**config.mk**
```make
export PLATFORM = sky130hd
export DESIGN_NAME = vu_vmu_dcache_arb_flat
export DESIGN_NICKNAME = d
export VERILOG_FILES = /design/src/rtl/vu_vmu_dcache_arb_if.sv /design/src/rtl/vu_vmu_dcache_arb.sv /design/src/flat_wrapper.sv
export SDC_FILE = /design/constraint.sdc
export NUM_CORES = 1
export LEC_CHECK = 0
export ABC_AREA = 1
export BUFFER_PORTS_ARGS = -buffer_cell sky130_fd_sc_hd__buf_4
export CORE_AREA = 2 2 112 114
export DETAILED_ROUTE_END_ITERATION = 7
export DIE_AREA = 0 0 114 116
export GPL_TIMING_DRIVEN = 0
export SLEW_MARGIN = 20
export SYNTH_ARGS = -nofsm -noshare
export SYNTH_HDL_FRONTEND = slang
export SYNTH_SLANG_ARGS = --single-unit
```
**constraint.sdc**
```tcl
create_clock -name clk -period 3.1 [get_ports clk]
set_input_delay 0.93 -clock clk [delete_from_list [all_inputs] [get_ports clk]]
set_output_delay 0.93 -clock clk [all_outputs]
set_load 0.1 [all_outputs]
```
**src/rtl/vu_vmu_dcache_arb_if.sv**
```systemverilog
// vu_vmu_dcache_arb_if: LRQ/SRQ dequeue ports and the VMU D$ request/response port.
// Ports (signals): lrq_deq_* (load request), srq_deq_* (store/AMO request),
// dcachereq_* (D$ request), dcacheresp_val (D$ response strobe).
// slave = the arbiter, master = the surrounding queues and D$.
interface vu_vmu_dcache_arb_if;
    logic        lrq_deq_val;
    logic        lrq_deq_rdy;
    logic [29:0] lrq_deq_addr_bits;
    logic [11:0] lrq_deq_tag_bits;
    logic        srq_deq_val;
    logic        srq_deq_rdy;
    logic [29:0] srq_deq_addr_bits;
    logic [11:0] srq_deq_tag_bits;
    logic [3:0]  srq_deq_op_bits;
    logic [7:0]  srq_deq_wmask_bits;
    logic [63:0] srq_deq_data_bits;
    logic        dcachereq_val;
    logic        dcachereq_rdy;
    logic [29:0] dcachereq_addr;
    logic [11:0] dcachereq_tag;
    logic [3:0]  dcachereq_op;
    logic [7:0]  dcachereq_wmask;
    logic [63:0] dcachereq_data;
    logic        dcacheresp_val;
    modport slave (
        input  lrq_deq_val, lrq_deq_addr_bits, lrq_deq_tag_bits,
        input  srq_deq_val, srq_deq_addr_bits, srq_deq_tag_bits, srq_deq_op_bits,
        input  srq_deq_wmask_bits, srq_deq_data_bits, dcachereq_rdy, dcacheresp_val,
        output lrq_deq_rdy, srq_deq_rdy, dcachereq_val, dcachereq_addr, dcachereq_tag,
        output dcachereq_op, dcachereq_wmask, dcachereq_data
    );
    modport master (
        output lrq_deq_val, lrq_deq_addr_bits, lrq_deq_tag_bits,
        output srq_deq_val, srq_deq_addr_bits, srq_deq_tag_bits, srq_deq_op_bits,
        output srq_deq_wmask_bits, srq_deq_data_bits, dcachereq_rdy, dcacheresp_val,
        input  lrq_deq_rdy, srq_deq_rdy, dcachereq_val, dcachereq_addr, dcachereq_tag,
        input  dcachereq_op, dcachereq_wmask, dcachereq_data
    );
endinterface

```
**src/rtl/vu_vmu_dcache_arb.sv**
```systemverilog
// vu_vmu_dcache_arb: shares the VMU D$ request port between LRQ and SRQ with store
// priority, load anti-starvation and a credit limit on response-bearing requests.
// Ports: clk, reset (sync, active-high), bus (arbiter side of the LRQ/SRQ/D$ interface),
// arb_idle (all credits home, no queue valid), credit_err (sticky unexpected response).
module vu_vmu_dcache_arb #(
    parameter int         MAX_OUTST  = 8,
    parameter int         CRED_W     = 4,
    parameter int         STARVE_LIM = 4,
    parameter logic [3:0] OP_ST      = 4'b0001
) (
    input  logic                clk,
    input  logic                reset,
    vu_vmu_dcache_arb_if.slave  bus,
    output logic                arb_idle,
    output logic                credit_err
);
    localparam int SW = $clog2(STARVE_LIM + 1);
    localparam logic [CRED_W-1:0] CMAX = CRED_W'(MAX_OUTST);
    localparam logic [SW-1:0] SLIM = SW'(STARVE_LIM);
    logic [CRED_W-1:0] credits, credits_next;
    logic [SW-1:0] starve_cnt, starve_next;
    logic need_resp_s, ld_ok, st_ok, sel_ld, sel_st, fire, take, resp_ovf;
    always_comb begin
        need_resp_s = bus.srq_deq_op_bits != OP_ST;
        ld_ok = bus.lrq_deq_val && credits != '0;
        st_ok = bus.srq_deq_val && (!need_resp_s || credits != '0);
        sel_ld = ld_ok && (starve_cnt == SLIM || !st_ok);
        sel_st = st_ok && !sel_ld;
        fire = (sel_ld || sel_st) && bus.dcachereq_rdy;
        take = fire && (sel_ld || need_resp_s);
        // A response with every credit already home is dropped and flagged.
        resp_ovf = bus.dcacheresp_val && !take && credits == CMAX;
        credits_next = resp_ovf ? credits
                     : credits - CRED_W'(take) + CRED_W'(bus.dcacheresp_val);
        // Saturates while credits are exhausted, so the load wins once one returns.
        starve_next = (bus.lrq_deq_val && !(sel_ld && fire))
                    ? (starve_cnt == SLIM ? starve_cnt : starve_cnt + SW'(1)) : '0;
    end
    assign bus.dcachereq_val   = sel_ld || sel_st;
    assign bus.lrq_deq_rdy     = sel_ld && bus.dcachereq_rdy;
    assign bus.srq_deq_rdy     = sel_st && bus.dcachereq_rdy;
    assign bus.dcachereq_addr  = sel_st ? bus.srq_deq_addr_bits : bus.lrq_deq_addr_bits;
    assign bus.dcachereq_tag   = sel_st ? bus.srq_deq_tag_bits : bus.lrq_deq_tag_bits;
    assign bus.dcachereq_op    = sel_st ? bus.srq_deq_op_bits : 4'b0000;
    assign bus.dcachereq_wmask = sel_st ? bus.srq_deq_wmask_bits : 8'h00;
    assign bus.dcachereq_data  = bus.srq_deq_data_bits;
    assign arb_idle = credits == CMAX && !bus.lrq_deq_val && !bus.srq_deq_val;
    always_ff @(posedge clk) begin
        if (reset) begin
            credits    <= CMAX;
            starve_cnt <= '0;
            credit_err <= 1'b0;
        end else begin
            credits    <= credits_next;
            starve_cnt <= starve_next;
            credit_err <= credit_err || resp_ovf;
        end
    end
endmodule

```
**src/flat_wrapper.sv**
```systemverilog
// flat-port wrapper written by rule: the top's interface ports become plain ports
module vu_vmu_dcache_arb_flat 
#(
    parameter int         MAX_OUTST  = 8,
    parameter int         CRED_W     = 4,
    parameter int         STARVE_LIM = 4,
    parameter logic [3:0] OP_ST      = 4'b0001
)
  (clk, reset, arb_idle, credit_err, bus_lrq_deq_val, bus_lrq_deq_addr_bits, bus_lrq_deq_tag_bits, bus_srq_deq_val, bus_srq_deq_addr_bits, bus_srq_deq_tag_bits, bus_srq_deq_op_bits, bus_srq_deq_wmask_bits, bus_srq_deq_data_bits, bus_dcachereq_rdy, bus_dcacheresp_val, bus_lrq_deq_rdy, bus_srq_deq_rdy, bus_dcachereq_val, bus_dcachereq_addr, bus_dcachereq_tag, bus_dcachereq_op, bus_dcachereq_wmask, bus_dcachereq_data);
  vu_vmu_dcache_arb_if bus_i ();
  input  logic clk;
  input  logic reset;
  output logic arb_idle;
  output logic credit_err;
  input wire logic [$bits(bus_i.lrq_deq_val)-1:0] bus_lrq_deq_val;
  input wire logic [$bits(bus_i.lrq_deq_addr_bits)-1:0] bus_lrq_deq_addr_bits;
  input wire logic [$bits(bus_i.lrq_deq_tag_bits)-1:0] bus_lrq_deq_tag_bits;
  input wire logic [$bits(bus_i.srq_deq_val)-1:0] bus_srq_deq_val;
  input wire logic [$bits(bus_i.srq_deq_addr_bits)-1:0] bus_srq_deq_addr_bits;
  input wire logic [$bits(bus_i.srq_deq_tag_bits)-1:0] bus_srq_deq_tag_bits;
  input wire logic [$bits(bus_i.srq_deq_op_bits)-1:0] bus_srq_deq_op_bits;
  input wire logic [$bits(bus_i.srq_deq_wmask_bits)-1:0] bus_srq_deq_wmask_bits;
  input wire logic [$bits(bus_i.srq_deq_data_bits)-1:0] bus_srq_deq_data_bits;
  input wire logic [$bits(bus_i.dcachereq_rdy)-1:0] bus_dcachereq_rdy;
  input wire logic [$bits(bus_i.dcacheresp_val)-1:0] bus_dcacheresp_val;
  output wire logic [$bits(bus_i.lrq_deq_rdy)-1:0] bus_lrq_deq_rdy;
  output wire logic [$bits(bus_i.srq_deq_rdy)-1:0] bus_srq_deq_rdy;
  output wire logic [$bits(bus_i.dcachereq_val)-1:0] bus_dcachereq_val;
  output wire logic [$bits(bus_i.dcachereq_addr)-1:0] bus_dcachereq_addr;
  output wire logic [$bits(bus_i.dcachereq_tag)-1:0] bus_dcachereq_tag;
  output wire logic [$bits(bus_i.dcachereq_op)-1:0] bus_dcachereq_op;
  output wire logic [$bits(bus_i.dcachereq_wmask)-1:0] bus_dcachereq_wmask;
  output wire logic [$bits(bus_i.dcachereq_data)-1:0] bus_dcachereq_data;
  assign bus_i.lrq_deq_val = bus_lrq_deq_val;
  assign bus_i.lrq_deq_addr_bits = bus_lrq_deq_addr_bits;
  assign bus_i.lrq_deq_tag_bits = bus_lrq_deq_tag_bits;
  assign bus_i.srq_deq_val = bus_srq_deq_val;
  assign bus_i.srq_deq_addr_bits = bus_srq_deq_addr_bits;
  assign bus_i.srq_deq_tag_bits = bus_srq_deq_tag_bits;
  assign bus_i.srq_deq_op_bits = bus_srq_deq_op_bits;
  assign bus_i.srq_deq_wmask_bits = bus_srq_deq_wmask_bits;
  assign bus_i.srq_deq_data_bits = bus_srq_deq_data_bits;
  assign bus_i.dcachereq_rdy = bus_dcachereq_rdy;
  assign bus_i.dcacheresp_val = bus_dcacheresp_val;
  assign bus_lrq_deq_rdy = bus_i.lrq_deq_rdy;
  assign bus_srq_deq_rdy = bus_i.srq_deq_rdy;
  assign bus_dcachereq_val = bus_i.dcachereq_val;
  assign bus_dcachereq_addr = bus_i.dcachereq_addr;
  assign bus_dcachereq_tag = bus_i.dcachereq_tag;
  assign bus_dcachereq_op = bus_i.dcachereq_op;
  assign bus_dcachereq_wmask = bus_i.dcachereq_wmask;
  assign bus_dcachereq_data = bus_i.dcachereq_data;
  vu_vmu_dcache_arb #(.MAX_OUTST(MAX_OUTST), .CRED_W(CRED_W), .STARVE_LIM(STARVE_LIM), .OP_ST(OP_ST)) u_core (.clk(clk), .reset(reset), .bus(bus_i), .arb_idle(arb_idle), .credit_err(credit_err));
endmodule
```
After elaboration in Yosys (flattened, before gate mapping):

Cells that the tools add are included.

* register bits: 8
* word-level logic and storage cells: 42
* bits of input ports: 166

* mux-type cells: 4
* reduce and logical (&&, ||, !) cells: 28
* equality and inequality tests: 3
* bitwise logic cells: 1
* add/sub/neg operators: 3

Operators with widths (number)
* 2-to-1 mux 30 bit: 1
* logical AND 1 bit: 14
* 2-to-1 mux 12 bit: 1
* 2-to-1 mux 8 bit: 1
* logical NOT 1 bit: 7
* logical OR 1 bit: 5
* adder 4 x 1 -> 4 bit: 1
* == test 4 bit, second input constant: 1
* 2-to-1 mux 4 bit: 1
* != test 4 x 1 -> 1 bit, second input constant: 1
* nonzero test 4 bit: 1
* subtractor 4 x 1 -> 4 bit: 1
* adder 3 x 1 -> 3 bit, second input constant: 1
* == test 3 bit, second input constant: 1
* OR reduction 2 bit: 1
* NOT 1 bit: 1

Depth between registers and ports, before layout:

* depth in word-level cells: 16
* gate-level depth with buffers: 18
* gate-level depth less buffers: 18

Least setup slack after synthesis:

No wires, ideal clock.

* kind: input to output
* start: input port bus_srq_deq_op_bits[3]
* end: output port bus_dcachereq_addr[0]
* path buffers: 1
* stages on the path: 8
* slack: -1569 ps
* data required time: 2170 ps
* arrival: 3739 ps
* cell sequence: nor2_1 -> nand2_1 -> nand2_2 -> nand3_2 -> nand2_2 -> nand3_4 -> clkbuf_1 -> o21ai_0

* cells in the longest elaborated chain, start to end: 10

RTL lines
* start, declared: line flat_wrapper.sv:21 `input wire logic [$bits(bus_i.srq_deq_op_bits)-1:0] bus_srq_deq_op_bits;`
* != test 4 x 1 -> 1 bit *: line vu_vmu_dcache_arb.sv:24 `need_resp_s = bus.srq_deq_op_bits != OP_ST;`
* logical NOT 1 bit *: line vu_vmu_dcache_arb.sv:26 `st_ok = bus.srq_deq_val && (!need_resp_s || credits != '0);`
* logical OR 1 bit *: line vu_vmu_dcache_arb.sv:26
* logical AND 1 bit *: line vu_vmu_dcache_arb.sv:26
* logical NOT 1 bit: line vu_vmu_dcache_arb.sv:27 `sel_ld = ld_ok && (starve_cnt == SLIM || !st_ok);`
* logical OR 1 bit: line vu_vmu_dcache_arb.sv:27
* logical AND 1 bit: line vu_vmu_dcache_arb.sv:27
* logical NOT 1 bit: line vu_vmu_dcache_arb.sv:28 `sel_st = st_ok && !sel_ld;`
* logical AND 1 bit *: line vu_vmu_dcache_arb.sv:28
* 2-to-1 mux 30 bit *: line vu_vmu_dcache_arb.sv:42 `assign bus.dcachereq_addr = sel_st ? bus.srq_deq_addr_bits : bus.lrq_deq_addr_bits;`
* end, declared: line flat_wrapper.sv:29 `output wire logic [$bits(bus_i.dcachereq_addr)-1:0] bus_dcachereq_addr;`

Every way passes the cells marked *; elsewhere a longest branch is shown, timed or not.

Worst setup path in the final report:

* start: input port bus_srq_deq_op_bits[0]
* end: output port bus_dcachereq_addr[15]

The elaborated chain is that of the path after synthesis.

==> results.txt <==
Outcome -> complete, but fails checks
Failing checks -> setup timing
Via count -> 2580
CTS tree -> built
CP Class -> in2out
Tmin final -> 3180 ps
Layout area overhead -> 155%
First-pass GRT wire length -> 12200 um
Mean Syn Cell Area -> 5.81 um2
Crit path launch type -> input pin
Worst path bufs/invs -> 6
Share of cells above drive strength 1 -> 65.1%
Fin cells -> 687
Core ar. -> 0.0119 mm2
Most frequent cells in the layout -> buf_4, inv_1, nand2_1, buf_6, buf_12
RR Startpoint -> u_core.credits[2]$_SDFFE_PP0N_
Syn Std Cell Area -> 0.00178 mm2
Crit path top cell by count -> buf_6
Cts hold-fix bufs -> 0
Chip Width -> 114 um
Worst Path Arrival -> 2250 ps
Sequential share of the synthesized area -> 8.98%
Critical path's largest stage delay -> 250 ps
# nets final -> 716
Synth unique cells -> 23
Syn Nets -> 482
WL final -> 8800 um
I/O Buffers -> 224
MaxCap Viol Count -> 0
Yosys reg bits -> 8
Worst hold slack -> 448 ps
Crit path required time -> 2170 ps
Lkg Pwr -> 2.53 nW
CP delay by family, top -> buffers and inverters
Initial core utilization -> 15.0%
I/O pin cnt -> 289
Gr usage total -> 11.4%
Final setup skew -> 3.88 ps
Cts bufs inserted -> 3
Final setup vio count -> 38
Final WS setup -> -83.8 ps
H-tree depth -> 1
Dpl hpwl -> 7450 um
Power Density -> 782 mW/mm2
Rel. slew slack -> 80.7%
Crit path launch -> bus_srq_deq_op_bits[0]
Root buf cell -> clkbuf_16
Crit-path cells -> buf_8, inv_8, nor2_4, nand2_2, nand2_4, buf_4, nand3_4, buf_12, buf_6, nand2_1, o21ai_1, buf_6
CP max stage cell -> buf_6
DR iter-0 viols -> 38
Mapped Cells -> 307
IR drop worst, VDD -> 414 uV
Type of the most critical hold path -> reg2reg
Worst Reg-to-Reg Cells -> 18
Worst hold start -> u_core.credit_err$_SDFF_PP0_
Clock Path Buffers -> 2
Vias per inst -> 3.76
Gr ovfl total -> 0
Slew @ Worst Pin -> 291 ps
Final hold vios -> 0
Period Utilization, post-route -> 103%
WHS Path Cells -> 2
R2r endpoint -> u_core.credits[2]$_SDFFE_PP0N_
Most common cell after layout, fill and taps aside -> buf_4
# rows -> 40
Fmax -> 0.314 GHz
Die Ht -> 116 um
Drt pass-1 iters -> 4
Critical-path maximum fanout -> 10
Clock transition at path regs -> 40 ps
Hold endpoint -> u_core.credit_err$_SDFF_PP0_
Reg-to-reg setup timing slack -> 410 ps
Yosys warns -> 0
Die area -> 0.0132 mm2
RSZ-0062 raised after global routing -> yes
Largest net degree at the start of global routing -> 11
Remaining antenna violation count -> 0
Gpl congestion -> 0.825
Latest clock arrival within the worst-skew pair -> 230 ps
DRC viols -> 0
Slew Limit Fails -> 0
Cells after DPL -> 678
Initial antenna violation count -> 1
CP Capture Type -> primary output
Vias in the first global route -> 2447
WL per Instance -> 12.8 um
Clk sinks -> 8
-- worst max path at each step --
stage	depth (start not counted)	slack, ps	endpoint
6_report	12	-80	bus_dcachereq_addr[15]
2_1_floorplan	9	-780	bus_dcachereq_op[1]
3_3_place_gp	13	-310	bus_dcachereq_addr[24]
4_1_cts	12	-100	bus_dcachereq_addr[26]
5_1_grt	12	-170	bus_dcachereq_addr[28]
3_5_place_dp	13	-340	bus_dcachereq_addr[24]
-- metrics by stage --
stage	power, W	setup slack [ps]	area, um2	setup TNS, ps	utilization [%]
after floorplan	0.00234	-779	1930	-33940	-
after global placement	0.00290	-313	3800	-8220	31.9
after detailed placement	0.00292	-343	3800	-9050	31.9
after CTS	0.00352	-99.7	4470	-2580	37.5
after global routing	0.00369	-172	4540	-6350	38.1
final	0.00355	-83.8	4540	-1460	38.1
-- worst min-delay path: cells and delay by family, from the launching register on --
| family | cells | cell delay, ps |
|---|---|---|
| buffers and inverters | 1 | 50 |
| DFF | 1 | 300 |
| AOI/OAI and AO/OA | 1 | 50 |
-- synth_stat cells (all sizes together) --
library cell | count | area (um2)
dfxtp | 8 | 160
clkbuf | 2 | 7.51
fa | 1 | 20.0
xor2 | 1 | 8.76
ha | 8 | 100
nor2 | 21 | 81.3
nor3 | 1 | 5.00
nand3 | 10 | 67.6
o21ai | 43 | 234
buf | 72 | 546
inv | 73 | 274
a21oi | 6 | 30.0
xnor2 | 3 | 26.3
nand2 | 58 | 223
-- power breakdown --
part / switching [W] / internal [W] / total (W)
combinational: 0.00222 / 0.000970 / 0.00319
clock: 0.0000484 / 0.000166 / 0.000215
sequential: 0.0000171 / 0.000131 / 0.000148
total: 0.00228 / 0.00127 / 0.00355
-- metal layers --
metal / global-route usage, % / up-vias / routed length [um]
met5: 0 / - / 0
met4: 1.30 / 0 / 55
met3: 2.77 / 4 / 784
met2: 22.2 / 135 / 4730
met1: 13.0 / 1127 / 3240
li1: - / 1314 / -
-- logic make-up after synthesis --
family          share of synthesized area [%]
flops                                    8.98
simple gates                             21.1
buf+inv                                  46.4
xor+xnor                                 1.97
fa+ha+maj                                6.74
compound gates                           14.8
-- registers in the layout (all words and copies together), names as in the netlist --
register and count:
u_core.credits 4, u_core.starve_cnt 3, u_core.credit_err 1
-- timing repair --
item | 4_1_cts | 5_1_grt
setup buffers | 3 | 0
resized for setup | 138 | 12
gates cloned | 1 | 1
setup endpoints to repair | 55 | 55
endpoints found under the hold margin | 0 | 0
pin swaps | 1 | 1
-- area by class of cell --
class | count | area (um2)
fill | 1198 | 7370
timing repair buffer | 229 | 2200
multi-input combinational | 152 | 1030
buffer | 74 | 604
inverter | 73 | 282
tap | 147 | 184
sequential | 8 | 160
clock buffer | 3 | 75.1
antenna | 1 | 2.50
Power figures use the tool's default switching activity.
